==> src/rtl/cei_mochila_pkg.sv <==
// Shared types and constants for the OBI error responder slice.
// ERR_RESP_WDATA_LOG_EN adds write data to each fault-log entry.
package cei_mochila_pkg;

  typedef enum logic {
    IRQ_TYPE_LEVEL,
    IRQ_TYPE_EDGE
  } irq_type_e;

  localparam int unsigned ERR_IDX           = 0;
  localparam irq_type_e   ERR_IRQ_TYPE      = IRQ_TYPE_EDGE;
  localparam logic [31:0] ERR_RDATA_PATTERN = 32'hBADACCE5;
  localparam int unsigned ERR_LOG_DEPTH     = 4;

  typedef struct packed {
    logic [31:0] addr;
    logic        we;
`ifdef ERR_RESP_WDATA_LOG_EN
    logic [31:0] wdata;
`endif
  } err_log_entry_t;

  function automatic bit irq_is_edge(irq_type_e t);
    return t == IRQ_TYPE_EDGE;
  endfunction

endpackage

==> src/rtl/obi_error_responder_err_log_fifo.sv <==
// Synchronous FIFO of fault-log entries; pointers carry an extra wrap bit.
module err_log_fifo
  import cei_mochila_pkg::*;
#(
  parameter int unsigned DEPTH = ERR_LOG_DEPTH
) (
  input  logic           i_clk,
  input  logic           i_rst_n,
  input  logic           i_flush,
  input  logic           i_push,
  input  err_log_entry_t i_data,
  input  logic           i_pop,
  output err_log_entry_t o_head,
  output logic           o_full,
  output logic           o_empty,
  output logic           o_push_ok
);

  localparam int unsigned AW = $clog2(DEPTH);

  logic [AW:0]    r_wptr;
  logic [AW:0]    r_rptr;
  err_log_entry_t r_mem [DEPTH];

  logic w_empty;
  logic w_full;
  logic w_do_push;
  logic w_do_pop;

  assign w_empty   = (r_wptr == r_rptr);
  assign w_full    = (r_wptr[AW] != r_rptr[AW]) && (r_wptr[AW-1:0] == r_rptr[AW-1:0]);
  assign w_do_pop  = i_pop && !w_empty;
  // A pop in the same cycle frees the slot a full log needs for the push.
  assign w_do_push = i_push && (!w_full || w_do_pop);

  always_ff @(posedge i_clk or negedge i_rst_n) begin
    if (!i_rst_n) begin
      r_wptr <= '0;
      r_rptr <= '0;
    end else if (i_flush) begin
      r_wptr <= '0;
      r_rptr <= '0;
    end else begin
      if (w_do_push) r_wptr <= r_wptr + (AW+1)'(1);
      if (w_do_pop)  r_rptr <= r_rptr + (AW+1)'(1);
    end
  end

  always_ff @(posedge i_clk) begin
    if (w_do_push && !i_flush) r_mem[r_wptr[AW-1:0]] <= i_data;
  end

  always_comb begin
    o_head = '0;
    if (!w_empty) o_head = r_mem[r_rptr[AW-1:0]];
  end

  assign o_full    = w_full;
  assign o_empty   = w_empty;
  assign o_push_ok = w_do_push;

endmodule

==> src/rtl/obi_error_responder.sv <==
// Default OBI slave: completes every access, returns a poison pattern, logs faults.
// ERR_RESP_WDATA_LOG_EN adds write data to the log and the log_wdata_o port.
module obi_error_responder
  import cei_mochila_pkg::*;
#(
  parameter logic [31:0] RDATA_PATTERN = ERR_RDATA_PATTERN,
  parameter int unsigned LOG_DEPTH     = ERR_LOG_DEPTH,
  parameter int unsigned CNT_W         = 16,
  parameter bit          IRQ_EDGE      = irq_is_edge(ERR_IRQ_TYPE)
) (
  input  logic             clk_i,
  input  logic             rst_ni,
  input  logic             req_i,
  output logic             gnt_o,
  input  logic [31:0]      addr_i,
  input  logic             we_i,
  input  logic [3:0]       be_i,
  input  logic [31:0]      wdata_i,
  output logic             rvalid_o,
  output logic [31:0]      rdata_o,
  input  logic             log_pop_i,
  output logic [31:0]      log_addr_o,
  output logic             log_we_o,
`ifdef ERR_RESP_WDATA_LOG_EN
  output logic [31:0]      log_wdata_o,
`endif
  output logic             log_empty_o,
  output logic             log_ovf_o,
  output logic [CNT_W-1:0] fault_cnt_o,
  input  logic             clear_i,
  output logic             irq_o
);

  logic             w_hs;
  logic             w_push;
  logic             w_push_ok;
  logic             w_log_empty;
  logic             w_log_full;
  err_log_entry_t   w_entry;
  err_log_entry_t   w_head;

  logic             r_rvalid;
  logic [31:0]      r_rdata;
  logic [CNT_W-1:0] r_cnt;
  logic             r_ovf;
  logic             r_irq;

  assign gnt_o  = req_i;
  assign w_hs   = req_i;
  // Clear wins over a coincident handshake: still answered, never recorded.
  assign w_push = w_hs && !clear_i;

  always_comb begin
    w_entry      = '0;
    w_entry.addr = addr_i;
    w_entry.we   = we_i;
`ifdef ERR_RESP_WDATA_LOG_EN
    w_entry.wdata = we_i ? wdata_i : '0;
`endif
  end

`ifdef ERR_RESP_WDATA_LOG_EN
  logic w_unused;
  assign w_unused = ^be_i;
`else
  logic w_unused;
  assign w_unused = ^{be_i, wdata_i};
`endif

  err_log_fifo #(
    .DEPTH(LOG_DEPTH)
  ) u_log (
    .i_clk    (clk_i),
    .i_rst_n  (rst_ni),
    .i_flush  (clear_i),
    .i_push   (w_push),
    .i_data   (w_entry),
    .i_pop    (log_pop_i && !clear_i),
    .o_head   (w_head),
    .o_full   (w_log_full),
    .o_empty  (w_log_empty),
    .o_push_ok(w_push_ok)
  );

  always_ff @(posedge clk_i or negedge rst_ni) begin
    if (!rst_ni) begin
      r_rvalid <= 1'b0;
      r_rdata  <= '0;
    end else begin
      r_rvalid <= w_hs;
      if (w_hs) r_rdata <= we_i ? '0 : RDATA_PATTERN;
    end
  end

  always_ff @(posedge clk_i or negedge rst_ni) begin
    if (!rst_ni) begin
      r_cnt <= '0;
      r_ovf <= 1'b0;
      r_irq <= 1'b0;
    end else if (clear_i) begin
      r_cnt <= '0;
      r_ovf <= 1'b0;
      r_irq <= 1'b0;
    end else begin
      if (w_hs && (r_cnt != '1)) r_cnt <= r_cnt + CNT_W'(1);
      if (w_push && !w_push_ok)  r_ovf <= 1'b1;
      if (IRQ_EDGE) r_irq <= w_push_ok;
      else          r_irq <= !w_log_empty;
    end
  end

  assign rvalid_o    = r_rvalid;
  assign rdata_o     = r_rdata;
  assign log_addr_o  = w_head.addr;
  assign log_we_o    = w_head.we;
`ifdef ERR_RESP_WDATA_LOG_EN
  assign log_wdata_o = w_head.wdata;
`endif
  assign log_empty_o = w_log_empty;
  assign log_ovf_o   = r_ovf;
  assign fault_cnt_o = r_cnt;
  assign irq_o       = r_irq;

endmodule

==> config.mk <==
export PLATFORM = sky130hd
export DESIGN_NAME = obi_error_responder
export DESIGN_NICKNAME = d
export VERILOG_FILES = /design/src/rtl/cei_mochila_pkg.sv /design/src/rtl/obi_error_responder_err_log_fifo.sv /design/src/rtl/obi_error_responder.sv
export SDC_FILE = /design/constraint.sdc
export NUM_CORES = 1
export LEC_CHECK = 0
export CAP_MARGIN = 20
export CORE_MARGIN = 10
export CORE_UTILIZATION = 45
export DETAILED_ROUTE_END_ITERATION = 8
export GPL_TIMING_DRIVEN = 0
export PLACE_DENSITY = 0.74
export SLEW_MARGIN = 20
export SYNTH_ARGS = -nofsm -noshare
export SYNTH_HDL_FRONTEND = slang
export SYNTH_SLANG_ARGS = --single-unit
==> constraint.sdc <==
create_clock -name clk_i -period 5.5 [get_ports clk_i]
set_clock_uncertainty 0.2 [all_clocks]
set_input_delay 1.1 -clock clk_i [delete_from_list [all_inputs] [get_ports clk_i]]
set_output_delay 1.1 -clock clk_i [all_outputs]
set_load 0.005 [all_outputs]
==> metrics.md <==
| Metric | Value |
|---|---|
| Via-per-instance ratio | 5.12 |
| Max frequency | 213 MHz |
| Post-layout minimum cycle time | 4.68 ns |
| CTS resizes | 0 |
| Largest cells by area after synthesis | edfxtp_1, mux4_2, dfrtp_1 |
| RSZ-0062 raised after global routing | no |
| Most common cell after layout, fill and taps aside | edfxtp_1 |
| Syn Area/Cell | 16.9 um2 |
| Worst Tran Pin Value | 1.02 ns |
| Worst path arrival time | 3.38 ns |
| Worst hold path type | reg -> reg |
| Slowest CP cell | nor3_1 |
| Post-synthesis cell count | 394 |
| M1 WL | 5560 um |
| Final WS setup | 0.816 ns |
| Ys Warns | 0 |
| Tot GR Track Use | 14.6% |
| Worst r2r dst | u_log.r_mem[0][7] |
| H-tree depth | 4 |
| Placer Congestion | 0.868 |
| R2R depth | 6 |
| Register area share after synthesis | 69.2% |
| First-pass GRT wire length | 22300 um |
| PD cells | 361 nW/um2 |
| Max Buffers Root-to-Sink | 2 |
| WL per Instance | 19.3 um |
| Pre-CTS WS | 1.19 ns |
| Io pins | 160 |
| Combinational power share | 20.8% |
| Fin cells | 739 |
| GRT overflow | 0 |
| Critical path type | reg -> out |
| Switching Fraction | 23.0% |
| Top cell type's share of synthesized area | 59.5% |
| Cell area after placement | 8140 um2 |
| Post CTS Setup Buffer Count | 0 |
| Die height | 142 um |
| Reg clk slew, reported paths | 0.06 ns |
| Int Pwr | 2430 uW |
| Routed length on met3 | 1090 um |
| DIE AREA | 20100 um2 |
| Most common flop cell mapped by yosys | edfxtp_1 |
| Max Used Layer | met5 |
| Netlist Area Pre-Place | 6670 um2 |
| Worst-path fanout max | 10 |
| Max-cap violation count | 0 |
| DRC | 0 |
| Fin. max-slew vios | 0 |
| Most used cell, CP | clkbuf_1 |
| Clock sink count | 158 |
| WL met2 | 7400 um |
| Core ar. | 14500 um2 |
| Req. time, crit path | 4.20 ns |
| DRT iter0 DRCs | 316 |
| Slowest stage delay, CP | 0.88 ns |
| Number of global-route vias before repair | 4031 |
| Initial antenna violation count | 1 |
| Most frequent cells in the layout | edfxtp_1, clkdlybuf4s50_1, nor2b_1 |
| CTS Root Cell | clkbuf_16 |
| Worst-path cell chain | clkbuf_1 -> xor2_1 -> nor3_1 -> clkbuf_1 -> nor2b_1 -> clkdlybuf4s50_1 |
| # setup viols final | 0 |
| Worst Min Path Start | log_ovf_o |
| Antenna violation net count after detailed routing | 0 |
| Final WL | 14200 um |
| Async SR Flop Fraction | 16.5% |
| # placed instances | 707 |
| Sequential share of power | 42.9% |
| Peak VDD IR | 0.000136 V |
| Crit share post-route | 85.2% |
| Starting Density | 45.9% |
| Leak pwr | 0.00306 uW |
| CTS tree | yes |
| Clk_lat worst skew | 0.42 ns |
| Routed vias | 3785 |
| Final hold vios | 0 |
| Largest area contributor in the netlist | edfxtp_1 |
| Post-synth cell types | 37 |
| Post-synth EDFFs | 132 |
| Clock Power Share | 36.3% |
| Hold Path Depth | 2 |
| Reg2reg start | u_log.r_rptr[1] |
| ANT cells | 0 |
| Post-layout instance area | 8720 um2 |
| Crit end category | output port |
| R2r setup slk | 2.51 ns |
| Switching power | 724 uW |
| Largest net degree at the start of global routing | 27 |
| Finished Core Util | 60.0% |
| Synth Register Bits | 158 |
| Outcome | completed |
| Layout cells sized above 1 | 22.0% |
| CTS Hold Buffers Added | 0 |
| Post-DP HPWL | 9620 um |
| Cell row count | 44 |
| Startpoint Class | flop |
| CTS Buf Count | 17 |
| Drt pass-1 iters | 4 |
| Buffers on Ports | 110 |
| Nets | 622 |
| Rel. slew slack | 31.6% |
| Die W | 142 um |
| Area Growth Syn to Fin | 30.8% |
| Hold endpoint | log_ovf_o |
[critical path, delay by kind of cell (launching register included)]
family | cells | cell delay (ns)
buf+inv | 3 | 1.39
simple gates | 2 | 1.00
flops | 1 | 0.34
xor+xnor | 1 | 0.24
[sequential cells by signal, summed over array words and instances (netlist names)]
register and count:
u_log.r_mem 132, fault_cnt_o 16, u_log.r_rptr 3, u_log.r_wptr 3, irq_o 1, log_ovf_o 1, rdata_o 1, rvalid_o 1
[layer usage]
metal / global-route usage (%) / vias to the layer above
met3: 6.31 / 18
met5: 0 / -
li1: - / 1767
met1: 16.7 / 1883
met2: 24.1 / 115
met4: 5.06 / 2
[area by class of cell]
| type | instances | area [um2] |
|---|---|---|
| Buffer | 49 | 314 |
| Clock buffer | 19 | 433 |
| Clock inverter | 13 | 148 |
| Fill cell | 1127 | 5810 |
| Inverter | 9 | 33.8 |
| Multi-Input combinational cell | 190 | 1760 |
| Sequential cell | 158 | 4610 |
| Tap cell | 184 | 230 |
| Timing Repair Buffer | 117 | 1190 |
[worst max-delay path by stage]
stage | startpoint | endpoint | slack [ns] | cells past startpoint
final | u_log.r_rptr[1] | log_addr_o[25] | 0.82 | 6
after global routing | u_log.r_rptr[1] | log_addr_o[23] | 0.56 | 6
after CTS | u_log.r_rptr[1] | log_addr_o[25] | 0.71 | 6
after detailed placement | u_log.r_rptr[1] | log_addr_o[25] | 1.19 | 6
after global placement | clear_i | u_log.r_mem[3][15] | -1.44 | 3
after floorplan | req_i | u_log.r_mem[3][0] | 1.19 | 3
[through the flow]
| stage | total power, uW | setup TNS (ns) | hold slack, ns |
|---|---|---|---|
| after CTS | 3200 | 0 | 0.338 |
| after detailed placement | 2050 | 0 | 0.320 |
| after global placement | 2030 | -47.47 | 0.323 |
| after floorplan | 1700 | 0 | 0.286 |
| final | 3150 | 0 | 0.330 |
| after global routing | 3290 | 0 | 0.424 |
[logic make-up after synthesis]
| kind of cell | Yosys count | synth area share [%] |
|---|---|---|
| flip-flops | 158 | 69.2 |
| AO/OA/AOI/OAI | 22 | 2.25 |
| multiplexers | 45 | 13.1 |
| other | 1 | 0.0563 |
| adder cells (fa/ha/maj) | 6 | 1.13 |
| AND/OR/NAND/NOR | 97 | 8.11 |
| XOR/XNOR | 7 | 0.920 |
| buffers and inverters | 58 | 5.22 |
[power by group through the flow]
stage                     registers [uW]  logic, uW  clock network [uW]
after floorplan                     1370        329                   0
after global placement              1370        659                   0
after detailed placement            1380        675                   0
after CTS                           1350        679                1170
after global routing                1350        714                1220
final                               1350        656                1140
[cell usage after synthesis, types with 5 or more instances]
master and count:
nor4_1 5, mux2_2 8, mux4_2 33, nor2_1 21, edfxtp_1 132, a21oi_1 9
inv_1 9, ha_1 6, clkbuf_1 11, nor2b_1 39, nor3_1 7, xor2_1 5
nand2_1 5, buf_4 33, dfrtp_1 26
Power figures use the tool's default switching activity.
